## src/rtl/ram_copy_pkg.sv

```systemverilog
// Shared types and constants for the RAM block copy/fill engine.
package ram_copy_pkg;

  typedef enum logic [2:0] {
    IDLE,
    READ,
    WAIT,
    WRITE,
    DONE
  } state_t;

  localparam logic MODE_COPY  = 1'b0;
  localparam logic MODE_FILL  = 1'b1;
  localparam int   WORD_BYTES = 4;

endpackage

```

## src/rtl/ram_copy_addr_gen.sv

```systemverilog
// Source/destination word pointers plus written-word counter for one block command.
// Load on accept; src steps after each read, dst and count step after each write.
module ram_copy_addr_gen
  import ram_copy_pkg::*;
#(
  parameter int ADDR_W = 32,
  parameter int LEN_W  = 16
) (
  input  logic              clk,
  input  logic              rst,
  input  logic              load,
  input  logic              src_step,
  input  logic              dst_step,
  input  logic [ADDR_W-1:0] src_addr,
  input  logic [ADDR_W-1:0] dst_addr,
  input  logic [LEN_W-1:0]  len,
  output logic [ADDR_W-1:0] src_ptr,
  output logic [ADDR_W-1:0] dst_ptr,
  output logic [LEN_W-1:0]  count,
  output logic              last
);

  logic [LEN_W-1:0] len_q;

  // Pointers wrap naturally modulo 2^ADDR_W.
  always_ff @(posedge clk) begin
    if (!rst) begin
      src_ptr <= '0;
      dst_ptr <= '0;
      count   <= '0;
      len_q   <= '0;
    end else if (load) begin
      src_ptr <= src_addr;
      dst_ptr <= dst_addr;
      count   <= '0;
      len_q   <= len;
    end else begin
      if (src_step) src_ptr <= src_ptr + ADDR_W'(WORD_BYTES);
      if (dst_step) begin
        dst_ptr <= dst_ptr + ADDR_W'(WORD_BYTES);
        count   <= count + LEN_W'(1);
      end
    end
  end

  assign last = ((count + LEN_W'(1)) == len_q);

endmodule

```

## src/rtl/ram_copy_engine.sv

```systemverilog
// Single-port RAM master: copies or fills a block of words, one command at a time.
// COPY costs 2+READ_LATENCY cycles/word, FILL 1 cycle/word; start is ignored while busy.
module ram_copy_engine
  import ram_copy_pkg::*;
#(
  parameter int ADDR_W       = 32,
  parameter int DATA_W       = 32,
  parameter int LEN_W        = 16,
  parameter int READ_LATENCY = 1
) (
  input  logic              clk,
  input  logic              rst,
  input  logic              start,
  input  logic              mode,
  input  logic [ADDR_W-1:0] src_addr,
  input  logic [ADDR_W-1:0] dst_addr,
  input  logic [LEN_W-1:0]  len,
  input  logic [DATA_W-1:0] fill_value,
  output logic              busy,
  output logic              done,
  output logic              err,
  output logic [LEN_W-1:0]  words_done,
  output logic              r,
  output logic              w,
  output logic [ADDR_W-1:0] address,
  output logic [DATA_W-1:0] mem_in,
  input  logic [DATA_W-1:0] mem_out
);

  localparam int WCW = (READ_LATENCY > 1) ? $clog2(READ_LATENCY) : 1;

  state_t            state, state_nxt;
  logic              mode_q;
  logic [DATA_W-1:0] fill_q;
  logic [DATA_W-1:0] data_q;
  logic              err_q;
  logic [WCW-1:0]    wait_cnt;
  logic [ADDR_W-1:0] addr_q;
  logic [DATA_W-1:0] mem_in_q;
  logic [ADDR_W-1:0] src_ptr, dst_ptr;
  logic              last;
  logic              accept, misaligned, wait_last;

  assign accept     = (state == IDLE) && start;
  assign misaligned = (dst_addr[1:0] != 2'b00) ||
                      ((mode == MODE_COPY) && (src_addr[1:0] != 2'b00));
  assign wait_last  = (wait_cnt == WCW'(READ_LATENCY - 1));

  ram_copy_addr_gen #(
    .ADDR_W (ADDR_W),
    .LEN_W  (LEN_W)
  ) u_addr_gen (
    .clk      (clk),
    .rst      (rst),
    .load     (accept),
    .src_step (state == READ),
    .dst_step (state == WRITE),
    .src_addr (src_addr),
    .dst_addr (dst_addr),
    .len      (len),
    .src_ptr  (src_ptr),
    .dst_ptr  (dst_ptr),
    .count    (words_done),
    .last     (last)
  );

  always_ff @(posedge clk) begin
    if (!rst) state <= IDLE;
    else      state <= state_nxt;
  end

  always_comb begin
    state_nxt = state;
    case (state)
      IDLE: begin
        if (start && !misaligned) begin
          if (len == '0)              state_nxt = DONE;
          else if (mode == MODE_FILL) state_nxt = WRITE;
          else                        state_nxt = READ;
        end
      end
      READ:  state_nxt = WAIT;
      WAIT:  if (wait_last) state_nxt = WRITE;
      WRITE: begin
        if (last)                    state_nxt = DONE;
        else if (mode_q == MODE_FILL) state_nxt = WRITE;
        else                         state_nxt = READ;
      end
      DONE:    state_nxt = IDLE;
      default: state_nxt = IDLE;
    endcase
  end

  // Command latches, read-data capture and hold registers for the RAM pins.
  always_ff @(posedge clk) begin
    if (!rst) begin
      mode_q   <= MODE_COPY;
      fill_q   <= '0;
      data_q   <= '0;
      err_q    <= 1'b0;
      wait_cnt <= '0;
      addr_q   <= '0;
      mem_in_q <= '0;
    end else begin
      err_q <= accept && misaligned;
      if (accept) begin
        mode_q <= mode;
        fill_q <= fill_value;
      end
      if (state == READ)      wait_cnt <= '0;
      else if (state == WAIT) wait_cnt <= wait_cnt + WCW'(1);
      if ((state == WAIT) && wait_last) data_q <= mem_out;
      addr_q   <= address;
      mem_in_q <= mem_in;
    end
  end

  always_comb begin
    r       = 1'b0;
    w       = 1'b0;
    busy    = 1'b0;
    done    = 1'b0;
    address = addr_q;
    mem_in  = mem_in_q;
    case (state)
      READ: begin
        r       = 1'b1;
        busy    = 1'b1;
        address = src_ptr;
      end
      WAIT: busy = 1'b1;
      WRITE: begin
        w       = 1'b1;
        busy    = 1'b1;
        address = dst_ptr;
        mem_in  = (mode_q == MODE_FILL) ? fill_q : data_q;
      end
      DONE:    done = 1'b1;
      default: ;
    endcase
  end

  assign err = err_q;

endmodule

```

## config.mk

```make
export PLATFORM = sky130hd
export DESIGN_NAME = ram_copy_engine
export DESIGN_NICKNAME = d
export VERILOG_FILES = /design/src/rtl/ram_copy_pkg.sv /design/src/rtl/ram_copy_addr_gen.sv /design/src/rtl/ram_copy_engine.sv
export SDC_FILE = /design/constraint.sdc
export NUM_CORES = 1
export LEC_CHECK = 0
export ABC_AREA = 1
export CORE_MARGIN = 2
export CORE_UTILIZATION = 47
export CTS_CLUSTER_DIAMETER = 100
export DETAILED_ROUTE_END_ITERATION = 8
export GPL_TIMING_DRIVEN = 0
export PLACE_DENSITY = 0.77
export SKIP_CTS_REPAIR_TIMING = 1
export SYNTH_ARGS = -nofsm -noshare
export SYNTH_HDL_FRONTEND = slang
export SYNTH_SLANG_ARGS = --single-unit
```

## constraint.sdc

```tcl
create_clock -name clk -period 1.7 [get_ports clk]
set_input_delay 0.34 -clock clk [delete_from_list [all_inputs] [get_ports clk]]
set_output_delay 0.34 -clock clk [all_outputs]
set_load 0.005 [all_outputs]
```

==> flow_summary.yaml, run 1 <==
run_status:
  status: "complete, but fails checks"
  violations: "setup timing"
setup_path:
  r2r_slack_ns: -0.61
  start_kind: "flop"
  timing.rr.start: "state[0]"
  reg2reg_depth: 12
  worstSetupEndpoint: "mem_in[2]"
  crit_arrival_ns: 2.18
  cp-startpoint: "state[0]"
  reg2reg_to: "u_addr_gen.src_ptr[23]"
  required_ns: 1.36
  cp-end-kind: "output pin"
  worstSetupPathType: "reg2out"
  path_max_fanout: 10
timing:
  timing.final.crit_share_pct: 148.2
  slew_headroom_pct: 46.74
  worst_pin_slew_ns: 0.7989
  drv_slew: 0
  layout_setup_ws_ns: -0.8196
  clock_skew_ns: 0.01137
  finalHoldViolCount: 0
  finalCriticalPeriod_ns: 2.520
  rsz0062_at_grt: "yes"
  setup_viol: 315
  clock.fmax_mhz: 396.9
clocking:
  cts_tree: "built"
  cts_root_buffer: "clkbuf_16"
  ctsLongestPathBuffers: 3
  numCtsBuffers: 26
  path_clk_slew_ns: 0.06
  cts_sinks: 230
  clk_latency_ns: 0.54
  htreeDepth: 1
layout:
  final_util_pct: 70.18
  final_net_count: 2108
  fill_cells: 1802
  area_growth_pct: 46.53
  drive_gt1_share_pct: 21.61
synth:
  synthAdderAreaFrac_pct: 0.3339
  synth_top_family_by_area: "simple AND/OR/NAND/NOR gates"
  synth-simple-area-share_pct: 25.90
  ys_top_cells_by_area: "dfxtp_1, nand2_1, inv_1, a21oi_1, o211ai_1"
  synth-compound-area-share_pct: 20.68
  synth_warnings: 0
  syn_avg_cell_area_um2: 6.987
  synth_seq_cells: 230
  muxShareOfSynthArea_pct: 0
  ys_seq_area_share_pct: 40.96
  syn_inst: 1609
  syn_area_mm2: 0.01124
  yosys.area.top_type: "dfxtp_1"
  ys.flop_type: "dfxtp_1"
  async_flop_share_pct: 0
  synth-edff-count: 0
  yosysUniqueCellTypes: 49
  yosys.area.top_type_share_pct: 40.96
  syn_nets: 1760
  synth_xor_area_share_pct: 1.525
grt:
  first_global_vias: 11389
  antenna_found_initial: 1
  use_met3_pct: 5.852
  grt_pass1_wl_um: 59510
  grt_util_met1_pct: 39.49
  grt_usage_pct: 30.40
  use_met2_pct: 50.28
  grt-busiest-layer: "met2"
  overflow: 0
  grt_start_max_net_pins: 14
floorplan:
  die_h_um: 158.7
  dieArea_mm2: 0.02517
  io_pins: 233
  die_w_um: 158.7
  initial_core_util_pct: 47.89
  fp-row-count: 56
  core_area_mm2: 0.02347
power:
  cellInternalPower_mw: 10.19
  power_density_mw_per_mm2: 875.1
  p_leak_nw: 7.035
  power_frac_comb_pct: 18.5
  p_clk_share_pct: 39.7
  power_frac_seq_pct: 41.8
  vdd_ir_drop_max_mv: 0.7653
  switching_share_pct: 29.33
  power.switching_mw: 4.228
  power_mw: 14.42
drt:
  vias: 13119
  wl_um: 44100
  wire_per_inst_um: 19.21
  drtPass1Iterations: 5
  drtAntennaViolNets: 0
  first_iter_violations: 1166
  drc_errors: 0
  routed_via_density: 5.714
flow_run:
  maxCapViolCount: 0
worst_hold_path:
  hp-class: "in2reg"
placed_design:
  gp_congestion: 0.9352
  portBuffers: 232
  dp_hpwl_um: 29110
## layer usage
metal	up-vias	share of wire [%]
met5	-	0
met4	0	5.0
met3	190	10
met2	817	47
met1	6098	38
li1	6014	-
## worst min-delay path by stage
stage / start / end / slack (ns) / cells after the start
2_1_floorplan: data_q[29] / data_q[29] / 0.42 / 2
4_1_cts: fill_value[24] / fill_q[24] / 0.37 / 3
5_1_grt: fill_value[30] / fill_q[30] / 0.39 / 3
3_3_place_gp: data_q[6] / data_q[6] / 0.43 / 2
6_report: fill_value[24] / fill_q[24] / 0.37 / 3
3_5_place_dp: data_q[26] / data_q[26] / 0.44 / 2
## power groups by stage
stage / Combinational (mW) / Clock (mW) / Sequential [mW]
finish: 2.67 / 5.72 / 6.03
floorplan: 1.21 / 0 / 6.04
CTS: 2.21 / 5.71 / 5.99
detailed placement: 2.19 / 0 / 6.10
global route: 2.84 / 5.95 / 6.06
global placement: 2.16 / 0 / 6.09
## flip-flops by register name (all words and copies together), names as in the netlist
register / count
u_addr_gen.count: 16
mem_in_q: 32
wait_cnt: 1
u_addr_gen.src_ptr: 32
mode_q: 1
fill_q: 32
state: 3
data_q: 32
err: 1
u_addr_gen.len_q: 16
addr_q: 32
u_addr_gen.dst_ptr: 32
## area by class of cell
class                      count  area (um^2)  area share [%]
multi-input combinational   1070         6118           37.14
clock inverter                12        130.1          0.7899
tap                          319        399.1           2.423
clock buffer                  35        734.5           4.458
buffer                        84        695.7           4.223
antenna                        1        2.502         0.01519
sequential                   230         4623           28.06
inverter                     225        859.6           5.218
timing repair buffer         320         2910           17.67
## Yosys cell counts (all sizes together), types with 2 or more instances
master,instances
nand2,440
dfxtp,230
inv,220
o21ai,127
a21oi,111
nor2,93
nand3,69
o211ai,60
clkbuf,48
buf,36
o221ai,25
a31oi,22
nand4,19
nor3,18
xor2,14
or2,9
o21bai,8
a211oi,7
a221oi,7
nor4,7
o22ai,6
clkinv,5
nand3b,4
a311oi,3
a32o,3
ha,3
o311ai,3
xnor2,3
nor3b,2
## critical path, stage by stage (launching register included)
cell	delay [ns]
dfxtp_2	0.34
inv_2	0.04
nor2_4	0.12
inv_4	0.07
nor2_4	0.15
buf_12	0.15
inv_6	0.05
buf_12	0.14
buf_8	0.14
buf_12	0.15
nand2_1	0.08
nand2_1	0.07
clkbuf_2	0.13
## cells by family (layout without fill, tap and decap cells)
family	count (synthesis)	after routing
AO/OA/AOI/OAI	386	386
other	0	1
flip-flops	230	230
adder cells (fa/ha/maj)	3	3
XOR/XNOR	18	18
AND/OR/NAND/NOR	663	663
buffers and inverters	309	676
## cells in the final DEF (no fill, tap or decap), drive strengths merged, types with 4 or more instances in the layout
master         count
a211oi             7
a21oi            111
a221oi             7
a31oi             22
buf              162
clkbuf           112
clkdlybuf4s50    165
clkinv            13
dfxtp            230
inv              220
nand2            440
nand3             69
nand3b             4
nand4             19
nor2              93
nor3              18
nor4               7
o211ai            60
o21ai            127
o21bai             8
o221ai            25
o22ai              6
or2                9
xor2              14
## per-stage QoR
| stage | TNS (ns) | hold WS [ns] | cell area, um^2 | setup slack [ns] | std cells |
|---|---|---|---|---|---|
| floorplan | -0.03723 | 0.4235 | 11310 | -0.03723 | 1609 |
| global placement | -172.00 | 0.4330 | 14030 | -1.216 | 2160 |
| detailed placement | -172.72 | 0.4360 | 14030 | -1.175 | 2160 |
| CTS | -179.25 | 0.3669 | 14890 | -1.764 | 2207 |
| global route | -141.72 | 0.3884 | 16470 | -0.8503 | 2296 |
| finish | -119.21 | 0.3717 | 16470 | -0.8196 | 2296 |
Power figures use the tool's default switching activity.
==> inputs of run 2 (changes only) <==
Settings changed: RECOVER_POWER set to 25, SYNTH_HIERARCHICAL set to 1.
==> flow_summary.yaml, run 2 <==
placed_design:
  portBuffers: 232
  gp_congestion: 0.9635
  dp_hpwl_um: 29030
  pre_cts_ws_ns: -0.8687
run_status:
  status: "complete, but fails checks"
  violations: "setup timing"
synth:
  synthAdderAreaFrac_pct: 0.3312
  syn_avg_cell_area_um2: 7.008
  synth_warnings: 6
  synth-compound-area-share_pct: 18.46
  ys_top_cells_by_count: "nand2_1, dfxtp_1, a21oi_1"
  synth_xor_area_share_pct: 4.063
  synth-simple-area-share_pct: 28.43
  syn_area_mm2: 0.01133
  ys.flop_type: "dfxtp_1"
  synth.most_common_cell: "nand2_1"
  yosysUniqueCellTypes: 41
  ys_top_cells_by_area: "dfxtp_1, nand2_1, a21oi_1, nand3_1, inv_1"
  async_flop_share_pct: 0
  synth_seq_cells: 230
  yosys.area.top_type: "dfxtp_1"
  ys_seq_area_share_pct: 40.63
  syn_inst: 1617
  muxShareOfSynthArea_pct: 0
  syn_nets: 1768
  synth-edff-count: 0
  synth_top_family_by_area: "simple AND/OR/NAND/NOR gates"
  yosys.area.top_type_share_pct: 40.63
floorplan:
  die_h_um: 159.3
  fp-row-count: 56
  initial_core_util_pct: 48.13
  io_pins: 233
  die_w_um: 159.3
  core_area_mm2: 0.02354
  dieArea_mm2: 0.02537
layout:
  area_growth_pct: 47.96
  final_util_pct: 71.22
  fill_cells: 1882
  final_net_count: 2129
  layout_commonest_cell: "nand2_1"
  drive_gt1_share_pct: 21.68
  multi_input_area_mm2: 0.006386
  antennaDiodeCount: 0
  final_cell_mix: "nand2_1, dfxtp_1, clkdlybuf4s50_1, a21oi_1, inv_1"
  seqCellArea_mm2: 0.004626
power:
  power_density_mw_per_mm2: 891.4
  power_frac_comb_pct: 19.4
  switching_share_pct: 27.83
  power_frac_seq_pct: 40.8
  p_leak_nw: 7.239
  p_clk_share_pct: 39.8
  cellInternalPower_mw: 10.79
  power.switching_mw: 4.160
  vdd_ir_drop_max_mv: 0.8058
timing:
  finalHoldViolCount: 0
  finalCriticalPeriod_ns: 2.422
  worst_pin_slew_ns: 0.6369
  drv_slew: 0
  clock.fmax_mhz: 412.8
  layout_setup_ws_ns: -0.7224
  slew_headroom_pct: 57.54
  setup_viol: 249
  rsz0062_at_grt: "yes"
  timing.final.crit_share_pct: 142.5
  clock_skew_ns: 0.01345
clocking:
  cts_sinks: 230
  ctsLongestPathBuffers: 3
  cts_tree: "built"
  htreeDepth: 1
  numCtsBuffers: 26
  path_clk_slew_ns: 0.06
  cts_root_buffer: "clkbuf_16"
  clk_latency_ns: 0.54
drt:
  drc_errors: 0
  first_iter_violations: 1445
  vias: 12962
  wl_um: 42700
  top_layer: "met4"
  wl_met2_um: 19590
  drt-met1-wl_um: 17390
  wire_per_inst_um: 18.44
  drtAntennaViolNets: 0
  routed_via_density: 5.597
  drtPass1Iterations: 5
  wl_met3_um: 3868
setup_path:
  cp_slowest_cell: "dfxtp_2"
  start_kind: "flop"
  cp_cell_sequence: "buf_6 -> buf_12 -> nand2_8 -> nor2_4 -> buf_12 -> buf_6 -> buf_6 -> buf_6 -> a22oi_2 -> nand2_1 -> clkbuf_2"
  cp-end-kind: "output pin"
  required_ns: 1.36
  cpLargestDelayFamily: "buffers and inverters"
  worstSetupPathType: "reg2out"
  max_stage_delay_ns: 0.32
  worst_path_most_repeated_cell: "buf_6"
  crit_arrival_ns: 2.08
  r2r_slack_ns: -0.64
  cp.buffers_inverters: 7
  path_max_fanout: 5
grt:
  overflow: 0
  grt_start_max_net_pins: 14
  antenna_found_initial: 0
  grt_usage_pct: 28.80
  first_global_vias: 11374
  grt_pass1_wl_um: 59440
flow_run:
  maxCapViolCount: 0
worst_hold_path:
  hp-class: "in2reg"
-- run 2: changes by cell type after synthesis, sizes merged, moves of 23 or more --
cell,previous run,this run
inv,220,134
o21ai,127,75
a21oi,111,162
a22oi,1,47
nand3,69,114
nor2,93,124
o221ai,25,0
nand2,440,463
-- run 2: per-layer routing --
layer / GRT usage (%) / vias up
met4: 10.45 / 0
met2: 45.99 / 700
met3: 5.027 / 124
li1: - / 6104
met1: 39.22 / 6034
met5: 0 / -
-- run 2: logic make-up (layout without fill, tap and decap cells) --
group / Yosys count / after routing
simple gates: 749 / 749
compound gates: 362 / 362
flops: 230 / 230
xor+xnor: 50 / 50
buf+inv: 223 / 603
fa+ha+maj: 3 / 3
-- run 2: final cells by class --
type | count | area share, %
plain buffers | 86 | 4.433
flip-flops and latches | 230 | 27.59
repair buffers | 333 | 18.89
clock inverters | 6 | 0.6492
clock buffers | 41 | 4.761
well taps | 319 | 2.380
inverters | 137 | 3.209
multi-input cells | 1164 | 38.09
-- run 2: power by group through the flow --
stage	clock, mW	sequential [mW]	combinational, mW
finish	5.95	6.10	2.90
CTS	5.96	6.05	2.16
global route	6.20	6.13	3.08
detailed placement	0	6.16	2.14
floorplan	0	6.05	1.23
global placement	0	6.16	2.11
-- run 2: worst register-to-register path, cell delays in order (launching register included) --
cell,delay [ns]
dfxtp_2,0.32
buf_6,0.13
buf_4,0.13
nor2_2,0.11
inv_2,0.06
nor2_4,0.13
inv_2,0.06
nor2_4,0.24
inv_2,0.09
clkbuf_1,0.24
clkbuf_1,0.27
o21ai_0,0.35
a21oi_1,0.08
-- run 2: worst paths after layout --
kind,startpoint,endpoint,depth (start not counted)
worst max register to register,state[0],u_addr_gen/dst_ptr[13],12
worst min register to register,fill_q[14],fill_q[14],2
worst min-delay path,rst,u_addr_gen/len_q[7],3
worst max-delay path,state[0],address[18],11
-- run 2: metrics by stage --
stage | power [mW] | TNS [ns] | hold slack, ns | instances | area, um^2
after floorplan | 7.279 | -0.3526 | 0.4292 | 1617 | 11400
after global placement | 8.267 | -162.04 | 0.4402 | 2168 | 14120
after detailed placement | 8.303 | -166.36 | 0.4451 | 2168 | 14120
after CTS | 14.17 | -141.85 | 0.3778 | 2215 | 15030
after global routing | 15.41 | -106.12 | 0.3246 | 2316 | 16770
final | 14.95 | -92.06 | 0.3224 | 2316 | 16770
